<file path="config.mk">
export PLATFORM = sky130hd
export DESIGN_NAME = alu_seq
export DESIGN_NICKNAME = d
export VERILOG_FILES = /design/src/rtl/alu_seq.sv
export SDC_FILE = /design/constraint.sdc
export NUM_CORES = 1
export LEC_CHECK = 0
export CAP_MARGIN = 30
export CORE_ASPECT_RATIO = 0.8
export CORE_MARGIN = 4
export CORE_UTILIZATION = 35
export CTS_CLUSTER_DIAMETER = 150
export DETAILED_ROUTE_END_ITERATION = 10
export GPL_TIMING_DRIVEN = 0
export HOLD_SLACK_MARGIN = 0.12
export PLACE_DENSITY = 0.61
export SYNTH_ARGS = -nofsm -noshare
export SYNTH_HDL_FRONTEND = slang
export SYNTH_SLANG_ARGS = --single-unit
</file>
<file path="constraint.sdc">
create_clock -name clock -period 3.2 [get_ports clock]
set_input_delay 0.64 -clock clock [delete_from_list [all_inputs] [get_ports clock]]
set_output_delay 0.64 -clock clock [all_outputs]
set_load 0.03 [all_outputs]
</file>
<file path="src/rtl/alu_seq.sv">
// alu_seq: multi-cycle ALU with a start/busy/done handshake, registered result
// and flags, a shift-add multiplier and an optional restoring divider.
// Optional feature macro: ALU_SEQ_DIV_EN (defined = divider built, opcode 9 = DIV).
module alu_seq #(
   parameter int LENGTH_v = 5
) (
   input  logic                  clock,
   input  logic                  reset,
   input  logic                  enable,
   input  logic                  start,
   input  logic [LENGTH_v-1:0]   A,
   input  logic [LENGTH_v-1:0]   B,
   input  logic [3:0]            control,
   output logic                  busy,
   output logic                  done,
   output logic [2*LENGTH_v-1:0] result,
   output logic                  carry,
   output logic                  overflow,
   output logic                  negative,
   output logic                  zero,
   output logic                  div_by_zero
);

   localparam int L  = LENGTH_v;
   localparam int SW = $clog2(L);
   localparam int CW = $clog2(L);

   localparam logic [3:0] OP_ADD = 4'd0;
   localparam logic [3:0] OP_SUB = 4'd1;
   localparam logic [3:0] OP_AND = 4'd2;
   localparam logic [3:0] OP_OR  = 4'd3;
   localparam logic [3:0] OP_XOR = 4'd4;
   localparam logic [3:0] OP_NOT = 4'd5;
   localparam logic [3:0] OP_SHL = 4'd6;
   localparam logic [3:0] OP_SHR = 4'd7;
   localparam logic [3:0] OP_MUL = 4'd8;
   localparam logic [3:0] OP_DIV = 4'd9;

   // ONE is the common write-back state: single-cycle ops go straight there,
   // MUL/DIV pass through EXEC first, which gives the extra cycle of latency.
   typedef enum logic [1:0] {S_IDLE, S_ONE, S_EXEC} state_t;

   state_t              state_reg, state_next;
   logic [CW-1:0]       cnt_reg;
   logic [L-1:0]        a_reg, b_reg;
   logic [3:0]          op_reg;
   logic [2*L-1:0]      work_reg;
   logic                is_seq;

   logic [L:0]          mul_sum;
   logic [2*L:0]        mul_cat;
   logic [2*L-1:0]      mul_step;
   logic [2*L-1:0]      div_step;

   logic [L-1:0]        and_v, or_v, xor_v, not_v;
   logic [L:0]          sum_ext, diff_ext;
   logic [L-1:0]        lo_res;
   logic [2*L-1:0]      wide_res, res_next;
   logic                use_wide, carry_next, ovf_next, dbz_next;

   assign busy = (state_reg == S_EXEC);

`ifdef ALU_SEQ_DIV_EN
   assign is_seq = (control == OP_MUL) || ((control == OP_DIV) && (B != '0));
`else
   assign is_seq = (control == OP_MUL);
`endif

   // Next-state selection; enable gating is applied in the state register.
   always_comb begin
      state_next = state_reg;
      case (state_reg)
         S_IDLE:  if (start) state_next = is_seq ? S_EXEC : S_ONE;
         S_ONE:   state_next = S_IDLE;
         S_EXEC:  if (cnt_reg == CW'(L-1)) state_next = S_ONE;
         default: state_next = S_IDLE;
      endcase
   end

   // State register, frozen while enable is low.
   always_ff @(posedge clock or posedge reset) begin
      if (reset)       state_reg <= S_IDLE;
      else if (enable) state_reg <= state_next;
   end

   // One multiplier step: conditionally add A into the upper half, shift right.
   always_comb begin
      mul_sum  = {1'b0, work_reg[2*L-1:L]} + (work_reg[0] ? {1'b0, a_reg} : '0);
      mul_cat  = {mul_sum, work_reg[L-1:0]};
      mul_step = mul_cat[2*L:1];
   end

`ifdef ALU_SEQ_DIV_EN
   logic [L:0]   div_shift, div_diff;
   logic         div_ge;
   // One restoring-divide step on {remainder, quotient}.
   always_comb begin
      div_shift = {work_reg[2*L-1:L], work_reg[L-1]};
      div_diff  = div_shift - {1'b0, b_reg};
      div_ge    = (div_shift >= {1'b0, b_reg});
      div_step  = {(div_ge ? div_diff[L-1:0] : div_shift[L-1:0]),
                   work_reg[L-2:0], div_ge};
   end
`else
   assign div_step = '0;
`endif

   genvar gi;
   generate
      for (gi = 0; gi < L; gi++) begin : g_logic
         assign and_v[gi] = a_reg[gi] & b_reg[gi];
         assign or_v[gi]  = a_reg[gi] | b_reg[gi];
         assign xor_v[gi] = a_reg[gi] ^ b_reg[gi];
         assign not_v[gi] = ~a_reg[gi];
      end
   endgenerate

   // Result and flag values written back in ONE.
   always_comb begin
      sum_ext    = {1'b0, a_reg} + {1'b0, b_reg};
      diff_ext   = {1'b0, a_reg} - {1'b0, b_reg};
      lo_res     = '0;
      wide_res   = '0;
      use_wide   = 1'b0;
      carry_next = 1'b0;
      ovf_next   = 1'b0;
      dbz_next   = 1'b0;
      case (op_reg)
         OP_ADD: begin
            lo_res     = sum_ext[L-1:0];
            carry_next = sum_ext[L];
            ovf_next   = (a_reg[L-1] == b_reg[L-1]) && (sum_ext[L-1] != a_reg[L-1]);
         end
         OP_SUB: begin
            lo_res     = diff_ext[L-1:0];
            carry_next = diff_ext[L];
            ovf_next   = (a_reg[L-1] != b_reg[L-1]) && (diff_ext[L-1] != a_reg[L-1]);
         end
         OP_AND: lo_res = and_v;
         OP_OR:  lo_res = or_v;
         OP_XOR: lo_res = xor_v;
         OP_NOT: lo_res = not_v;
         OP_SHL: lo_res = a_reg << b_reg[SW-1:0];
         OP_SHR: lo_res = a_reg >> b_reg[SW-1:0];
         OP_MUL: begin
            use_wide = 1'b1;
            wide_res = work_reg;
         end
`ifdef ALU_SEQ_DIV_EN
         OP_DIV: begin
            use_wide = 1'b1;
            if (b_reg == '0) begin
               wide_res = {a_reg, {L{1'b1}}};
               dbz_next = 1'b1;
            end else begin
               wide_res = work_reg;
            end
         end
`endif
         default: ;
      endcase
      res_next = use_wide ? wide_res : {{L{1'b0}}, lo_res};
   end

   // Operand capture, sequential unit iteration and registered write-back.
   always_ff @(posedge clock or posedge reset) begin
      if (reset) begin
         cnt_reg     <= '0;
         a_reg       <= '0;
         b_reg       <= '0;
         op_reg      <= '0;
         work_reg    <= '0;
         done        <= 1'b0;
         result      <= '0;
         carry       <= 1'b0;
         overflow    <= 1'b0;
         negative    <= 1'b0;
         zero        <= 1'b0;
         div_by_zero <= 1'b0;
      end else if (enable) begin
         case (state_reg)
            S_IDLE: begin
               done <= 1'b0;
               if (start) begin
                  a_reg    <= A;
                  b_reg    <= B;
                  op_reg   <= control;
                  cnt_reg  <= '0;
                  work_reg <= (control == OP_MUL) ? {{L{1'b0}}, B} : {{L{1'b0}}, A};
               end
            end
            S_EXEC: begin
               done     <= 1'b0;
               work_reg <= (op_reg == OP_DIV) ? div_step : mul_step;
               cnt_reg  <= (cnt_reg == CW'(L-1)) ? '0 : cnt_reg + 1'b1;
            end
            S_ONE: begin
               done        <= 1'b1;
               result      <= res_next;
               carry       <= carry_next;
               overflow    <= ovf_next;
               negative    <= use_wide ? res_next[2*L-1] : res_next[L-1];
               zero        <= (res_next == '0);
               div_by_zero <= dbz_next;
            end
            default: done <= 1'b0;
         endcase
      end
   end

endmodule

</file>
### After elaboration in Yosys (flattened, before gate mapping)

Cells that the tools add are included.

| word-level totals | value |
|---|---|
| bits in registers | 44 |
| output and inout bits | 17 |
| word-level logic and storage cells | 87 |

| operators by class | value |
|---|---|
| $add $sub $neg | 4 |
| eq/ne operators | 19 |
| shifts and indexed selects | 2 |
| multiplexer cells | 20 |
| bitwise operators | 20 |
| reductions and logical operators | 10 |

Operators with widths:

| operator | count |
|---|---|
| $mux 10 | 4 |
| $pmux 5 s8 | 1 |
| $pmux 10 s2 | 1 |
| $eq 4x3->1 const B | 4 |
| $add 5x5->6 | 2 |
| $eq 4x4->1 const B | 3 |
| $logic_not 10->1 | 1 |
| $mux 5 | 2 |
| $reduce_and 3->1 | 3 |
| $eq 4x2->1 const B | 2 |
| $mux 2 | 3 |
| $mux 3 | 2 |
| $pmux 3 s2 | 1 |
| $sub 5x5->6 | 1 |
| $and 1x1->1 | 5 |
| $not 1->1 | 5 |
| $or 1x1->1 | 5 |
| $shl 5x3->5 | 1 |
| $shr 5x3->5 | 1 |
| $xor 1x1->1 | 5 |
| $eq 4x1->1 const B | 1 |
| $logic_not 4->1 | 1 |
| $pmux 1 s2 | 2 |
| $pmux 2 s2 | 1 |
| 13 further kinds | 18 |

### Logic depth before layout (Yosys ltp)

Gate-level depths: netlist of run 1.

| logic depth | value |
|---|---|
| depth in word-level cells | 4 |
| gate-level depth with buffers | 10 |
| mapped depth without buffers | 10 |

### Worst setup path after synthesis of run 1

OpenSTA, ideal clock, no wires.

| timing | value |
|---|---|
| path kind | register -> register |
| from | register b_reg[1] |
| to | register zero |
| library setup time | 110 ps |
| arrival time | 2,348 ps |
| setup slack | 742 ps |
| cell stages (with the launch flop) | 11 |
| path buffers | 2 |
| period minus slack after synthesis | 2,458 ps |
| cell sequence | dfrtp_1 -> clkbuf_1 -> buf_2 -> inv_1 -> fa_1 -> nor2b_1 -> nor3_1 -> a221o_1 -> nor3_1 -> nand4b_1 -> o41ai_1 |

| between the ends | value |
|---|---|
| cells in the longest elaborated chain, start to end | 4 |
| elaborated cells between the ends (all ways) | 10 |

RTL lines:

| item | line | source |
|---|---|---|
| start: declaration | 45 | `logic [L-1:0] a_reg, b_reg;` |
| start signal: assignment | 170 | `b_reg <= '0;` |
| start signal: assignment | 186 | `b_reg <= B;` |
| $sub 5x5->6 (tied with other cells) | 121 | `diff_ext = {1'b0, a_reg} - {1'b0, b_reg};` |
| $pmux 5 s8 (*) | 128 | `case (op_reg)` |
| $mux 10 (*) | 162 | `res_next = use_wide ? wide_res : {{L{1'b0}}, lo_res};` |
| $logic_not 10->1 (*) | 203 | `zero <= (res_next == '0);` |
| end signal: assignment | 203 |  |
| end: declaration | 20 | `output logic zero,` |

Mark *: on every way between the ends. The rest lies on a longest branch, timed or not.
A chain may end at the register's enable or synchronous reset.

### Worst setup path in the final report of run 1

Same ends and word-level chain as after synthesis.

==> results of run 1 <==
## cell families after synthesis
kind of cell             after synthesis  share of synthesized area
other                                  1                   0.001182
XOR/XNOR                               6                    0.01656
AND/OR/NAND/NOR                      109                     0.1778
AO/OA/AOI/OAI                        107                     0.2256
multiplexers                          18                    0.06388
buffers and inverters                 42                    0.05441
flip-flops                            44                     0.3470
adder cells (fa/ha/maj)               27                     0.1136
## layer usage
layer / part of all wire / up-vias / GRT usage
met5: 0 / - / 0
met4: 0.0029 / 0 / 0.01978
met3: 0.080 / 4 / 0.02781
met2: 0.42 / 113 / 0.2481
met1: 0.50 / 1350 / 0.2666
li1: - / 1355 / -
## how the worst min path moves through the flow
stage / start / end / slack, ns
after floorplan: cnt_reg[2]$_DFFE_PP0P_ / cnt_reg[2]$_DFFE_PP0P_ / 0.44
after detailed placement: zero$_DFFE_PP0P_ / zero$_DFFE_PP0P_ / 0.47
final: zero$_DFFE_PP0P_ / zero$_DFFE_PP0P_ / 0.47
after global placement: result[1]$_DFFE_PP0P_ / result[1]$_DFFE_PP0P_ / 0.46
after CTS: zero$_DFFE_PP0P_ / zero$_DFFE_PP0P_ / 0.48
after global routing: zero$_DFFE_PP0P_ / zero$_DFFE_PP0P_ / 0.51
## final cells by class
| type | count | share of cell area |
|---|---|---|
| Buffer | 19 | 0.02269 |
| Clock buffer | 6 | 0.03387 |
| Clock inverter | 1 | 0.001315 |
| Inverter | 23 | 0.02269 |
| Multi-Input combinational cell | 268 | 0.4992 |
| Sequential cell | 44 | 0.2894 |
| Tap cell | 112 | 0.03683 |
| Timing Repair Buffer | 35 | 0.09405 |
## stage by stage
stage | setup WS (ns) | hold WS [ns] | cells | power [W] | utilization
floorplan | 0.7417 | 0.4424 | 354 | 0.001712 | -
CTS | 0.2635 | 0.4795 | 508 | 0.002614 | 0.4388
global placement | 0.3670 | 0.4638 | 499 | 0.002103 | 0.4202
finish | 0.2805 | 0.4743 | 508 | 0.002623 | 0.4388
global route | 0.007479 | 0.5143 | 508 | 0.002821 | 0.4388
detailed placement | 0.2645 | 0.4653 | 501 | 0.002129 | 0.4234
## worst max-delay path: stages (launching register included)
cell and delay (ns):
dfrtp_1 0.41, clkbuf_1 0.27, buf_2 0.27, inv_1 0.18, fa_1 0.47, nor2b_1 0.13
nor3_1 0.06, a221o_1 0.26, nor3_1 0.31, nand4b_1 0.15, o41ai_1 0.31
## cell usage in the layout (no fill, tap or decap), types with 3 or more instances in the layout
cell type        netlist  routed
o21ai_0               25      25
nor2b_1               13      13
clkbuf_1              12      13
mux2i_1                9       9
nand2b_1               6       6
dfrtp_1               44      44
ha_1                  24      24
nand3_1                6       6
xnor2_1                4       4
a211oi_1               3       3
o21ai_1               11      11
nand2_1               43      43
clkbuf_16              0       5
clkdlybuf4s50_1        0      33
nor2_1                15      15
o22ai_1                5       5
and2_1                 7       7
buf_2                  3       3
fa_1                   3       3
a32oi_1                3       3
a21o_1                 4       4
a22o_1                11      11
mux2_2                 7       7
inv_1                 22      21
a21oi_1               19      19
buf_4                  3       4
nor3_1                 4       4
## power groups by stage
| stage | Sequential, W | Combinational, W | Clock (W) |
|---|---|---|---|
| global placement | 0.000860 | 0.00124 | 0 |
| finish | 0.000859 | 0.00128 | 0.000480 |
| CTS | 0.000855 | 0.00127 | 0.000487 |
| global route | 0.000882 | 0.00142 | 0.000518 |
| detailed placement | 0.000866 | 0.00126 | 0 |
| floorplan | 0.000895 | 0.000817 | 0 |
## cell usage after synthesis (2+ instances only)
cell type / count / area share
a21o_1: 4 / 0.0095
a211oi_1: 3 / 0.0071
a22o_1: 11 / 0.030
o31a_1: 2 / 0.0055
and2_1: 7 / 0.014
clkbuf_1: 12 / 0.014
o31ai_1: 2 / 0.0047
nor3b_1: 2 / 0.0047
dfrtp_1: 44 / 0.35
a32oi_1: 3 / 0.0083
nand2_1: 43 / 0.051
xor2_1: 2 / 0.0055
a221o_1: 2 / 0.0063
mux2i_1: 9 / 0.028
a21oi_1: 19 / 0.030
o21bai_1: 2 / 0.0047
buf_4: 3 / 0.0071
mux2_2: 7 / 0.025
buf_2: 3 / 0.0047
inv_1: 22 / 0.026
nor2b_1: 13 / 0.026
xnor2_1: 4 / 0.011
and3_1: 2 / 0.0039
nand3b_1: 2 / 0.0047
o21ai_0: 25 / 0.039
o21ai_1: 11 / 0.017
ha_1: 24 / 0.095
nand2b_1: 6 / 0.012
nor3_1: 4 / 0.0063
nand3_1: 6 / 0.0095
nor2_1: 15 / 0.018
a2bb2oi_1: 2 / 0.0055
o22ai_1: 5 / 0.0099
fa_1: 3 / 0.019
==> impl_metrics.env, run 1 <==
export IMPL_finClkSkew_ns=0.005655
export IMPL_max_cap_violations=0
export IMPL_gp_congestion=0.9039
export IMPL_critPathKind="flip-flop to flip-flop"
export IMPL_synth_edf_count=0
export IMPL_vias=2822
export IMPL_areaGrowthSynthToFinish_pct=19.91
export IMPL_crit_arrival_ns=3.09
export IMPL_grt_overflow=0
export IMPL_start_kind="flip-flop"
export IMPL_postCtsResizedCells=0
export IMPL_setup_violations_final=0
export IMPL_viasPerCell=5.555
export IMPL_cts_setup_buffers=0
export IMPL_r2r_cells=10
export IMPL_synth_nets=399
export IMPL_clkPwrFrac=0.183
export IMPL_pwr_density_cell_nw_per_um2=689.3
export IMPL_die_h_um=93.16
export IMPL_io_buffers=33
export IMPL_num_io_pins=35
export IMPL_min_path_cells=2
export IMPL_end_kind="flip-flop"
export IMPL_ant_nets=0
export IMPL_rr_endpoint="zero$_DFFE_PP0P_"
export IMPL_clock_fmax_mhz=342.5
export IMPL_hold_violations=0
export IMPL_path_clk_slew_ns=0.06
export IMPL_multi_input_area_um2=1899
export IMPL_clock_sinks=44
export IMPL_swShare=0.4298
export IMPL_routed_wl_um=8718
export IMPL_grt_pass1_wl_um=14410
export IMPL_synthesis_area_um2=3173
export IMPL_clk_latency_ns=0.28
export IMPL_finalCritPeriodShare=0.9124
export IMPL_fillers=886
export IMPL_layout_area_seq_um2=1101
export IMPL_grt_max_degree=27
export IMPL_antenna_found_initial=0
export IMPL_gr_usage_all_layers=0.1694
export IMPL_ys_seq_area_frac=0.3470
export IMPL_cts_hold_buf=0
export IMPL_p_sw_w=0.001127
export IMPL_n_antenna_cell=0
export IMPL_rsz0062_at_grt="no"
export IMPL_drt_first_pass_iters=5
export IMPL_worstSetupEndpoint="zero$_DFFE_PP0P_"
export IMPL_rr_startpoint="b_reg[1]$_DFFE_PP0P_"
export IMPL_yosysWarnings=0
export IMPL_yosysUniqueCellTypes=64
export IMPL_clock_path_buffers=2
export IMPL_critPathRequiredTime_ns=3.38
export IMPL_finalMaxSlewViolations=0
export IMPL_seqPwrFrac=0.328
export IMPL_outcome="completed"
export IMPL_synth_avg_cell_area_um2=8.963
export IMPL_p_int_w=0.001495
export IMPL_coreArea_um2=8671
export IMPL_wire_per_inst_um=17.16
export IMPL_ctsHtreeMaxLevel=2
export IMPL_synth_seq_cells=44
export IMPL_hold_path_class="flip-flop to flip-flop"
export IMPL_die_w_um=114.5
export IMPL_vdd_drop_max_uv=326.4
export IMPL_cts_made_buffers=5
export IMPL_nNetsFinal=441
export IMPL_worstPathMaxFanout=10
export IMPL_start_util=0.3659
export IMPL_synth_cells=354
export IMPL_die_area_um2=10660
export IMPL_p_comb_frac=0.489
export IMPL_grt_pass1_vias=2739
export IMPL_slew_headroom=0.5488
export IMPL_crit_path_start="b_reg[1]$_DFFE_PP0P_"
export IMPL_worst_pin_slew_ns=0.6712
export IMPL_rrSetupSlack_ns=0.28
export IMPL_cts_root_buf="clkbuf_16"
export IMPL_async_flop_share=1.000
export IMPL_layout_drive_gt1_share=0.07071
export IMPL_row_count=30
export IMPL_cts_tree="done"
export IMPL_fin_area_um2=3805
export IMPL_dp_hpwl_um=6807
export IMPL_postPlaceCellArea_um2=3671
export IMPL_drc=0
export IMPL_dr_first_iter_drc_count=237
export IMPL_synth_flop_cell="dfrtp_1"
export IMPL_fin_crit_ns=2.920
export IMPL_fin_tns_setup_ns=0
export IMPL_p_leak_nw=1.676
No activity file was read; power rests on OpenSTA's default activity.
==> run 2, diff against run 1 <==
--- a/config.mk
+++ b/config.mk
@@ -17,3 +17,4 @@
 export SYNTH_ARGS = -nofsm -noshare
 export SYNTH_HDL_FRONTEND = slang
 export SYNTH_SLANG_ARGS = --single-unit
+export TNS_END_PERCENT = 1
==> results of run 2 <==
Final layout, timing and power as in run 1 (identical DEF).
==> run 3, diff against run 2 <==
--- a/config.mk
+++ b/config.mk
@@ -14,6 +14,7 @@
 export GPL_TIMING_DRIVEN = 0
 export HOLD_SLACK_MARGIN = 0.12
 export PLACE_DENSITY = 0.61
+export SLEW_MARGIN = 20
 export SYNTH_ARGS = -nofsm -noshare
 export SYNTH_HDL_FRONTEND = slang
 export SYNTH_SLANG_ARGS = --single-unit
==> impl_metrics.env, run 3 (same netlist as run 1, synthesis figures left out) <==
export IMPL_clock_fmax_mhz=348.2
export IMPL_grt_pass1_wl_um=14350
export IMPL_gr_usage_all_layers=0.1681
export IMPL_clk_latency_ns=0.28
export IMPL_rsz0062_at_grt="no"
export IMPL_p_leak_nw=1.677
export IMPL_areaGrowthSynthToFinish_pct=19.99
export IMPL_critPathKind="flip-flop to flip-flop"
export IMPL_worstSetupEndpoint="zero$_DFFE_PP0P_"
export IMPL_finalCritPeriodShare=0.8975
export IMPL_layout_common_cells="44 x dfrtp_1, 43 x nand2_1, 33 x clkdlybuf4s50_1"
export IMPL_cts_hold_buf=0
export IMPL_cts_root_buf="clkbuf_16"
export IMPL_fin_crit_ns=2.872
export IMPL_multi_input_area_um2=1904
export IMPL_die_w_um=114.5
export IMPL_vdd_drop_max_uv=397.4
export IMPL_wire_per_inst_um=17.02
export IMPL_critPathRequiredTime_ns=3.37
export IMPL_grt_pass1_vias=2753
export IMPL_worstPathMaxFanout=10
export IMPL_die_h_um=93.16
export IMPL_layout_area_seq_um2=1101
export IMPL_start_util=0.3659
export IMPL_viasPerCell=5.571
export IMPL_path_clk_slew_ns=0.06
export IMPL_num_io_pins=35
export IMPL_coreArea_um2=8671
export IMPL_crit_slowest_cell="fa_1"
export IMPL_rr_endpoint="zero$_DFFE_PP0P_"
export IMPL_gp_congestion=0.9039
export IMPL_dp_hpwl_um=6790
export IMPL_finalMaxSlewViolations=0
export IMPL_ant_nets=0
export IMPL_row_count=30
export IMPL_die_area_um2=10660
export IMPL_cts_made_buffers=5
export IMPL_drc=0
export IMPL_layout_drive_gt1_share=0.07323
export IMPL_cts_tree="done"
export IMPL_drt_first_pass_iters=5
export IMPL_utilization=0.4391
export IMPL_start_kind="flip-flop"
export IMPL_hold_violations=0
export IMPL_max_cap_violations=0
export IMPL_outcome="completed"
export IMPL_routed_wl_um=8646
export IMPL_finClkSkew_ns=0.006339
export IMPL_mostFrequentLayoutCell="dfrtp_1"
export IMPL_path_cells="clkbuf_1, buf_2, inv_1, fa_1, a2bb2oi_1, o31ai_1, a211oi_1, nand4b_1, o41ai_1"
export IMPL_fillers=882
export IMPL_hold_path_class="flip-flop to flip-flop"
export IMPL_io_buffers=33
export IMPL_worst_pin_slew_ns=0.6756
export IMPL_nNetsFinal=441
export IMPL_final_setup_worst_slack_ns=0.3281
export IMPL_vias=2830
export IMPL_r2r_cells=9
export IMPL_end_kind="flip-flop"
export IMPL_antenna_found_initial=0
export IMPL_clock_sinks=44
export IMPL_max_stage_delay_ns=0.50
export IMPL_grt_overflow=0
export IMPL_hold_slack_ns=0.4768
export IMPL_slew_headroom=0.5458
export IMPL_fin_tns_setup_ns=0
export IMPL_clock_path_buffers=2
export IMPL_rr_startpoint="b_reg[1]$_DFFE_PP0P_"
export IMPL_crit_path_start="b_reg[1]$_DFFE_PP0P_"
export IMPL_setup_violations_final=0
export IMPL_dr_first_iter_drc_count=180
export IMPL_rrSetupSlack_ns=0.33
export IMPL_crit_arrival_ns=3.04
export IMPL_n_antenna_cell=0
export IMPL_pwr_density_cell_nw_per_um2=689.7
export IMPL_ctsHtreeMaxLevel=2
export IMPL_place_ws_ns=0.2725
export IMPL_grt_max_degree=27
==> run 3: cell types whose count changed in the layout (fill, tap and decap cells not counted) <==
cell	before	now
nor3_1	4	3
nor3_2	0	1
buf_4	4	3
buf_2	3	4
==> run 3: cell type report <==
cell class | instances | share of cell area
clock inverters | 1 | 0.001314
well taps | 112 | 0.03681
plain buffers | 19 | 0.02268
inverters | 23 | 0.02268
multi-input cells | 268 | 0.5002
repair buffers | 35 | 0.09333
flip-flops and latches | 44 | 0.2892
clock buffers | 6 | 0.03385
==> run 3: per-layer routing <==
metal  up-vias  routed length (µm)  track usage
li1       1354                   -            -
met1      1350                4288       0.2635
met2       120                3585       0.2466
met3         6                 729      0.02975
met4         0                  42      0.01780
met5         -                   0            0
==> run 3: worst min-delay path by stage <==
stage / start / end / slack (ns) / cells past startpoint
final: zero$_DFFE_PP0P_ / zero$_DFFE_PP0P_ / 0.48 / 2
after global routing: overflow$_DFFE_PP0P_ / overflow$_DFFE_PP0P_ / 0.52 / 2
after CTS: zero$_DFFE_PP0P_ / zero$_DFFE_PP0P_ / 0.48 / 2
after detailed placement: zero$_DFFE_PP0P_ / zero$_DFFE_PP0P_ / 0.47 / 2
after global placement: result[1]$_DFFE_PP0P_ / result[1]$_DFFE_PP0P_ / 0.46 / 2
after floorplan: cnt_reg[2]$_DFFE_PP0P_ / cnt_reg[2]$_DFFE_PP0P_ / 0.44 / 1
==> run 3: metrics by stage <==
| step | total power, W | instances | area, µm² |
|---|---|---|---|
| after floorplan | 0.001712 | 354 | 3173 |
| after global placement | 0.002103 | 499 | 3643 |
| after detailed placement | 0.002129 | 501 | 3669 |
| after CTS | 0.002617 | 508 | 3802 |
| after global routing | 0.002821 | 508 | 3807 |
| final | 0.002626 | 508 | 3807 |
==> run 3: where the power goes <==
| group | internal, W | total, W | switching (W) |
|---|---|---|---|
| Combinational | 0.000534 | 0.00128 | 0.000751 |
| Sequential | 0.000681 | 0.000859 | 0.000178 |
| Clock | 0.000284 | 0.000482 | 0.000199 |
| Total | 0.00150 | 0.00263 | 0.00113 |
==> run 3: worst max-delay path, delay by kind of cell (launching register included) <==
kind | cells | cell delay [ns]
adder cells (fa/ha/maj) | 1 | 0.50
buffers and inverters | 3 | 0.71
AO/OA/AOI/OAI | 4 | 0.96
flip-flops | 1 | 0.42
AND/OR/NAND/NOR | 1 | 0.16
==> run 3: timing repair <==
| item | in CTS | in global routing |
|---|---|---|
| gates resized for setup | 0 | 1 |
| setup endpoints to repair | 0 | 1 |
| setup buffers | 0 | 0 |
